File: src/rtl/gate_tt_pkg.sv
// Purpose: shared types and sizing for the 2-input gate truth-table sequencer.
// Latency: n/a (declarations only).
// Backpressure: n/a.
package gate_tt_pkg;

    localparam int NUM_VECTORS = 4;
    localparam int IDX_W       = 2;

    typedef enum logic [2:0] {
        IDLE,
        DRIVE,
        SETTLE,
        SAMPLE,
        DONE
    } state_t;

endpackage

File: src/rtl/settle_timer.sv
// Purpose: settle down-counter; expired marks the last wait cycle of a vector.
// Latency: load takes effect next cycle; a load of N gives N cycles before expiry completes.
// Backpressure: none; load always wins over counting.
module settle_timer #(
    parameter int W = 4
) (
    input  logic         clk,
    input  logic         rst,
    input  logic         load,
    input  logic [W-1:0] value,
    output logic         expired
);

    logic [W-1:0] cnt;

    // Load on request, otherwise count down to zero and park there.
    always_ff @(posedge clk) begin
        if (rst) begin
            cnt <= '0;
        end else if (load) begin
            cnt <= value;
        end else if (cnt != '0) begin
            cnt <= cnt - W'(1);
        end
    end

    // A count of 1 is the final settle cycle; <= keeps the FSM from ever stalling at 0.
    assign expired = (cnt <= W'(1));

endmodule

File: src/rtl/gate_tt_sequencer.sv
// Purpose: drive all four {a,b} vectors into a 2-input gate and grade its output against a truth table.
// Latency: settle_cycles+2 cycles per vector; done lands 4*(settle_cycles+2)+1 cycles after start accept.
// Backpressure: start is only accepted in IDLE; it is dropped while busy (including the DONE cycle).
module gate_tt_sequencer
    import gate_tt_pkg::*;
#(
    parameter int SETTLE_W = 4
) (
    input  logic                clk,
    input  logic                rst,
    input  logic                start,
    input  logic [3:0]          expected_tt,
    input  logic [SETTLE_W-1:0] settle_cycles,
    input  logic                gate_out,
    output logic                a_o,
    output logic                b_o,
    output logic                busy,
    output logic                done,
    output logic                pass,
    output logic [3:0]          fail_mask,
    output logic [2:0]          err_count
);

    state_t              state;
    state_t              state_nxt;
    logic [3:0]          exp_q;
    logic [SETTLE_W-1:0] settle_q;
    logic [IDX_W-1:0]    idx;
    logic                tmr_load;
    logic                tmr_expired;
    logic                mismatch;
    logic                last_vec;
    logic [2:0]          err_total;

    settle_timer #(
        .W(SETTLE_W)
    ) u_settle_timer (
        .clk     (clk),
        .rst     (rst),
        .load    (tmr_load),
        .value   (settle_q),
        .expired (tmr_expired)
    );

    assign mismatch  = (gate_out != exp_q[idx]);
    assign last_vec  = (idx == IDX_W'(NUM_VECTORS - 1));
    assign err_total = err_count + {2'b00, mismatch};

    // State register; reset aborts any sweep in progress.
    always_ff @(posedge clk) begin
        if (rst) begin
            state <= IDLE;
        end else begin
            state <= state_nxt;
        end
    end

    // Next-state decode plus state-derived status outputs (no path from gate_out).
    always_comb begin
        state_nxt = state;
        tmr_load  = 1'b0;
        busy      = 1'b1;
        done      = 1'b0;
        case (state)
            IDLE: begin
                busy = 1'b0;
                if (start) begin
                    state_nxt = DRIVE;
                end
            end
            DRIVE: begin
                tmr_load  = 1'b1;
                state_nxt = (settle_q == '0) ? SAMPLE : SETTLE;
            end
            SETTLE: begin
                if (tmr_expired) begin
                    state_nxt = SAMPLE;
                end
            end
            SAMPLE: begin
                state_nxt = last_vec ? DONE : DRIVE;
            end
            DONE: begin
                done      = 1'b1;
                state_nxt = IDLE;
            end
            default: begin
                state_nxt = IDLE;
            end
        endcase
    end

    // Sweep datapath: capture config at accept, drive vectors, accumulate mismatches.
    always_ff @(posedge clk) begin
        if (rst) begin
            exp_q     <= '0;
            settle_q  <= '0;
            idx       <= '0;
            a_o       <= 1'b0;
            b_o       <= 1'b0;
            pass      <= 1'b0;
            fail_mask <= '0;
            err_count <= '0;
        end else begin
            case (state)
                IDLE: begin
                    if (start) begin
                        exp_q     <= expected_tt;
                        settle_q  <= settle_cycles;
                        idx       <= '0;
                        pass      <= 1'b0;
                        fail_mask <= '0;
                        err_count <= '0;
                    end
                end
                DRIVE: begin
                    a_o <= idx[1];
                    b_o <= idx[0];
                end
                SAMPLE: begin
                    if (mismatch) begin
                        fail_mask[idx] <= 1'b1;
                        err_count      <= err_total;
                    end
                    // Grade on the final vector so pass is valid together with done.
                    if (last_vec) begin
                        pass <= (err_total == 3'd0);
                    end else begin
                        idx <= idx + IDX_W'(1);
                    end
                end
                default: begin
                end
            endcase
        end
    end

endmodule

File: config.mk
export PLATFORM = sky130hd
export DESIGN_NAME = gate_tt_sequencer
export DESIGN_NICKNAME = d
export VERILOG_FILES = /design/src/rtl/gate_tt_pkg.sv /design/src/rtl/settle_timer.sv /design/src/rtl/gate_tt_sequencer.sv
export SDC_FILE = /design/constraint.sdc
export NUM_CORES = 1
export LEC_CHECK = 0
export ABC_CLOCK_PERIOD_IN_PS = 2600
export CAP_MARGIN = 10
export CORE_MARGIN = 3
export CORE_UTILIZATION = 53
export CTS_BUF_LIST = sky130_fd_sc_hd__clkbuf_8
export DETAILED_ROUTE_END_ITERATION = 10
export MAX_ROUTING_LAYER = met4
export PLACE_DENSITY = 0.88
export RECOVER_POWER = 100
export SLEW_MARGIN = 20
export SYNTH_ARGS = -nofsm -noshare
export SYNTH_HDL_FRONTEND = slang
export SYNTH_HIERARCHICAL = 1
export SYNTH_SLANG_ARGS = --single-unit
File: constraint.sdc
create_clock -name clk -period 2.6 [get_ports clk]
set_input_delay 0.26 -clock clk [delete_from_list [all_inputs] [get_ports clk]]
set_output_delay 0.26 -clock clk [all_outputs]
set_load 0.02 [all_outputs]
; ---- Word-level counts from Yosys, hierarchy flattened
; Index checks and enable logic that the tools add are counted.
[word_totals]
out_inout_bits = 12
regBits = 27
input_bits = 12
[classes]
order_cmp = 3
n_mux = 26
reduce_logical = 12
add_sub_neg = 3
bitwise = 1
n_eq_ne = 11
[ops]
columns = cell, count
row1 = $mux W4, 4
row2 = $mux W3, 5
row3 = $pmux W3 S4, 1
row4 = $ne A2 B2 Y1 const B, 5
row5 = $reduce_and A3 Y1, 3
row6 = $mux W1, 8
row7 = $pmux W4 S2, 1
row8 = $eq A3 B2 Y1 const B, 2
row9 = $logic_not A3 Y1, 2
row10 = $pmux W3 S2, 1
row11 = $le A4 B1 Y1 const B, 1
row12 = $logic_not A4 Y1, 1
row13 = $mux W2, 2
row14 = $or A4 B4 Y4, 1
row15 = $pmux W2 S2, 1
row16 = $reduce_and A2 Y1, 2
row17 = $reduce_bool A2 Y1, 2
row18 = $reduce_bool A4 Y1, 1
row19 = $sub A4 B1 Y4 const B, 1
row20 = $add A3 B1 Y3, 1
row21 = $eq A3 B1 Y1 const B, 1
row22 = $eq A3 B3 Y1 const B, 1
row23 = $lt A2 B3 Y1 const B, 1
row24 = $add A2 B1 Y2 const B, 1
row25 = 7 further kinds, 7

; ---- Longest topological paths before layout
[logic_depth]
depth_word = 7
ltp_mapped = 8
depth_no_buf = 8

; ---- Hierarchy
; The synthesis kept the hierarchy.
[modules_own_cells]
columns = mod, area_per_inst_um2, cells_each, n_inst
row1 = gate_tt_sequencer, 1074.8, 121, 1
row2 = settle_timer, 252.7, 27, 1

; ---- Worst setup path after synthesis
; Ideal clock, no wire load.
[synth_timing]
kind = reg2reg
startpoint = reg idx[0]
endpoint = reg pass
stages_incl_launch_ff = 8
synth_period_minus_slack_ps = 2402
setup_slack_ps = 198
arrival_ps = 2332
required_time_ps = 2529
setup_time_ps = 71
path_cell_list = dfxtp_1 mux4_2 xnor2_4 inv_2 ha_1 ha_1 or4_1 a21oi_1
[synth_via]
elab_chain_cells = 7
[synth_rtl]
columns = item, line
row1 = "start, declared", gate_tt_sequencer.sv:28  ; logic [IDX_W-1:0] idx;
row2 = "start signal, assigned", gate_tt_sequencer.sv:129  ; idx <= idx + IDX_W'(1);
row3 = $bmux W1 S2, gate_tt_sequencer.sv:45  ; assign mismatch = (gate_out != exp_q[idx]);
row4 = $mux W1 (not written as such), gate_tt_sequencer.sv:45
row5 = $ne A1 B1 Y1, gate_tt_sequencer.sv:45
row6 = $add A3 B1 Y3, gate_tt_sequencer.sv:47  ; assign err_total = err_count + {2'b00, mismatch};
row7 = $logic_not A3 Y1, gate_tt_sequencer.sv:127  ; pass <= (err_total == 3'd0);
row8 = $mux W1, gate_tt_sequencer.sv:126  ; if (last_vec) begin
row9 = $pmux W1 S2, gate_tt_sequencer.sv:105  ; case (state)
row10 = "end signal, assigned", gate_tt_sequencer.sv:127
row11 = "end, declared", gate_tt_sequencer.sv:19  ; output logic pass,
; Parallel ways exist; a longest one is shown, timed or not. The select of a mux whose other input is x is not followed.
; A chain may end at the register's enable or synchronous reset.

; ---- Worst setup path after layout
; Ends and elaborated chain as after synthesis.

==> summary.txt <==
Worst setup path
  – Reg2Reg Depth: 7
  – Worst reg2reg path endpoint: pass
  – Launch point of the worst reg-to-reg path: idx[0]
  – Critical Path AT: roughly 2.7 ns
  – Data required time at the worst endpoint: around 2.8 ns
  – Worst Path Max Fanout: 6
  – Category of the worst setup path capture point: flop
  – Reg2reg setup slack: about 0.086 ns
  – Startpoint Class: flop
  – Crit Path Category: flop to flop

STA
  – Maximum clock skew at final layout: 0.00305 ns
  – Final number of setup-violating endpoints: 0
  – Share of the cycle needed by the critical path after routing: a little over nine tenths
  – Worst setup margin: about 0.086 ns
  – Worst slew margin: about three fifths
  – Hold violation total from the final report: 0
  – Measured slew at the worst slew-check pin: about 0.61 ns
  – Max Fclk: roughly 400 MHz
  – Period minus WS final: roughly 2.5 ns
  – Max Transition Viols Final: 0

Finish
  – Highest-count cells in the layout ignoring fill and taps: sky130_fd_sc_hd__dfxtp_1 (27), sky130_fd_sc_hd__nand2_1 (24), sky130_fd_sc_hd__clkdlybuf4s50_1 (13)
  – Share of final-layout standard cells stronger than drive strength 1: 9.20%
  – Most common cell after layout, fill and taps aside: sky130_fd_sc_hd__dfxtp_1
  – Final cell count without fillers: approximately 200
  – Area growth from synthesis to layout: 24.7%
  – Final #Nets: 195
  – Ant diodes: 0

Synthesis
  – Summed instance area of the synthesized netlist: ~1300 um^2
  – Number of nets in the synthesized netlist: approximately 170
  – Most used DFF post-synth: sky130_fd_sc_hd__dfxtp_1
  – Instance count of the mapped netlist: roughly 150
  – Mean area per synthesized cell: 8.97 um^2
  – Top-area cell type share of the netlist area: 40.7%
  – Top cells by area in the synthesized netlist: sky130_fd_sc_hd__dfxtp_1 (41%), sky130_fd_sc_hd__ha_1 (7.5%), sky130_fd_sc_hd__nand2_1 (6.8%)
  – Count of different cell masters after synthesis: 41
  – Warning count from the yosys run: 6
  – Synth async-reset ratio: 0%
  – FF+latch count, synth: 27
  – Share of the yosys chip area belonging to registers: between 40% and 50%
  – Number of synthesized flops with an enable pin: 0
  – Leading area contributor after synthesis: sky130_fd_sc_hd__dfxtp_1

Clock network
  – TritonCTS sink count: 27
  – Maximum level of the CTS H-tree: 1
  – Number of CTS-inserted buffers: 3
  – CTS Buffer Depth: 2
  – Clock insertion delay at the later pin of the skew report: 0.27 ns
  – Cell at the root of the clock tree: sky130_fd_sc_hd__clkbuf_8
  – Clock Pin Slew Worst Setup and Hold Paths: approximately 0.090 ns
  – Total of cells resized after clock tree synthesis: 0
  – CTS tree: done
  – Buffer count from post-CTS setup fixing: 0
  – Number of hold buffers added after cts: 0

Global routing
  – Via count of the first global-routing pass: 1170
  – Initial antenna violation count: 0
  – Global-route wire length before repair: 5200 um
  – Total gr overflow: 0
  – Maximum number of pins on one net before global-route repair: 28
  – Aggregate global-route resource usage: a little over 20%

Pwr
  – Worst IR Drop VDD: about 0.47 mV
  – Static Leakage: approximately 0.66 nW
  – P per Cell Area: 746 nW/um^2

Routing
  – Detailed Routing Iterations Pass 1: 4
  – ANT nets after route: 0
  – Via/cell ratio: roughly 6
  – Via count: roughly 1.2k
  – Drt wl/cell: roughly 15 um
  – DRT Wirelength: around 3100 um
  – DRC violation total after the first TritonRoute iteration: 35
  – Total DRC errors in the routed layout: 0

Die
  – Area of the die: between 3000 and 4000 um^2
  – Die Y-Extent: 56.0 um
  – I/O Pins: 24
  – Core Rows: 17
  – Effective utilization at floorplan: 57.8%
  – Die W: 56.0 um
  – Area inside the core boundary: approximately 2300 um^2

Placed design
  – Setup Slack @ Placement: 0.169 ns
  – Detail Placement HPWL: between 2000 and 2500 um
  – Number of input and output port buffers inserted: 23
  – Number of cells after detailed placement: approximately 200
  – Placer Congestion: 0.930

Run status
  – Status: finished clean

Hold path
  – Hold path endpoint: exp_q[0]
  – Hold path cells: 2
  – Worst hold-check path type: flop to flop
  – Min-delay src: exp_q[0]

Job
  – Total of max-cap violations: 0
layout make-up:
type / instances / area, um^2
timing repair buffer: 30 / 275
fill: 173 / 642
inverter: 6 / 22.5
tap: 28 / 35.0
sequential: 27 / 541
clock buffer: 3 / 41.3
multi-input combinational: 107 / 737
clock inverter: 1 / 3.75
logic make-up after synthesis:
family,count (synthesis),synth area share [%]
simple gates,62,25.2
compound gates,27,12.4
flops,27,40.7
buf+inv,14,4.24
fa+ha+maj,8,7.54
xor+xnor,5,4.71
mux,5,5.18
critical path, cell delays in order, from the launching register on:
cell and delay [ns]:
sky130_fd_sc_hd__dfxtp_1 0.36, sky130_fd_sc_hd__mux4_2 0.57, sky130_fd_sc_hd__xnor2_4 0.26, sky130_fd_sc_hd__inv_2 0.11
sky130_fd_sc_hd__ha_1 0.22, sky130_fd_sc_hd__ha_1 0.29, sky130_fd_sc_hd__or4_1 0.52, sky130_fd_sc_hd__a21oi_1 0.13
cells in the mapped netlist, drive strengths merged, types with 4 or more instances:
cell,instances
inv,6
dfxtp,27
ha,8
nor3,8
clkbuf,5
xnor2,4
nand2,24
a21oi,12
nor2,8
nand3b,4
per-layer routing:
layer	track usage (%)	vias to the layer above	part of all wire [%]
li1	-	569	-
met1	23.7	554	43
met2	36.6	48	51
met3	3.94	6	5.4
met4	5.42	0	1.1
met5	-	-	0
per-stage QoR:
step | util, % | power (mW) | cell area, um^2 | hold WS [ns] | TNS [ns]
6_report | 72.1 | 1.24 | 1660 | 0.463 | 0
5_1_grt | 72.1 | 1.31 | 1660 | 0.494 | -0.0110
4_1_cts | 71.4 | 1.23 | 1640 | 0.462 | 0
3_5_place_dp | 69.4 | 0.994 | 1600 | 0.449 | 0
3_3_place_gp | 69.4 | 0.970 | 1600 | 0.445 | 0
2_1_floorplan | - | 0.877 | 1330 | 0.339 | 0
flip-flops by register name, indices dropped and copies added, names as in the netlist:
name	flops
exp_q	4
fail_mask	4
settle_q	4
u_settle_timer/cnt	4
err_count	3
state	3
idx	2
a_o	1
b_o	1
pass	1
worst max-delay path by stage:
stage | startpoint | endpoint | slack, ns | depth (start not counted)
2_1_floorplan | idx[0] | pass | 0.20 | 7
3_3_place_gp | idx[0] | pass | 0.26 | 7
3_5_place_dp | idx[0] | pass | 0.17 | 7
4_1_cts | idx[0] | pass | 0.12 | 7
5_1_grt | idx[0] | pass | -0.01 | 7
6_report | idx[0] | pass | 0.09 | 7
where the power goes:
group / internal [mW] / total [mW] / switching (mW)
clock: 0.106 / 0.230 / 0.125
sequential: 0.468 / 0.544 / 0.0759
combinational: 0.234 / 0.461 / 0.227
total: 0.807 / 1.24 / 0.428
(Power assumes the default switching activity.)
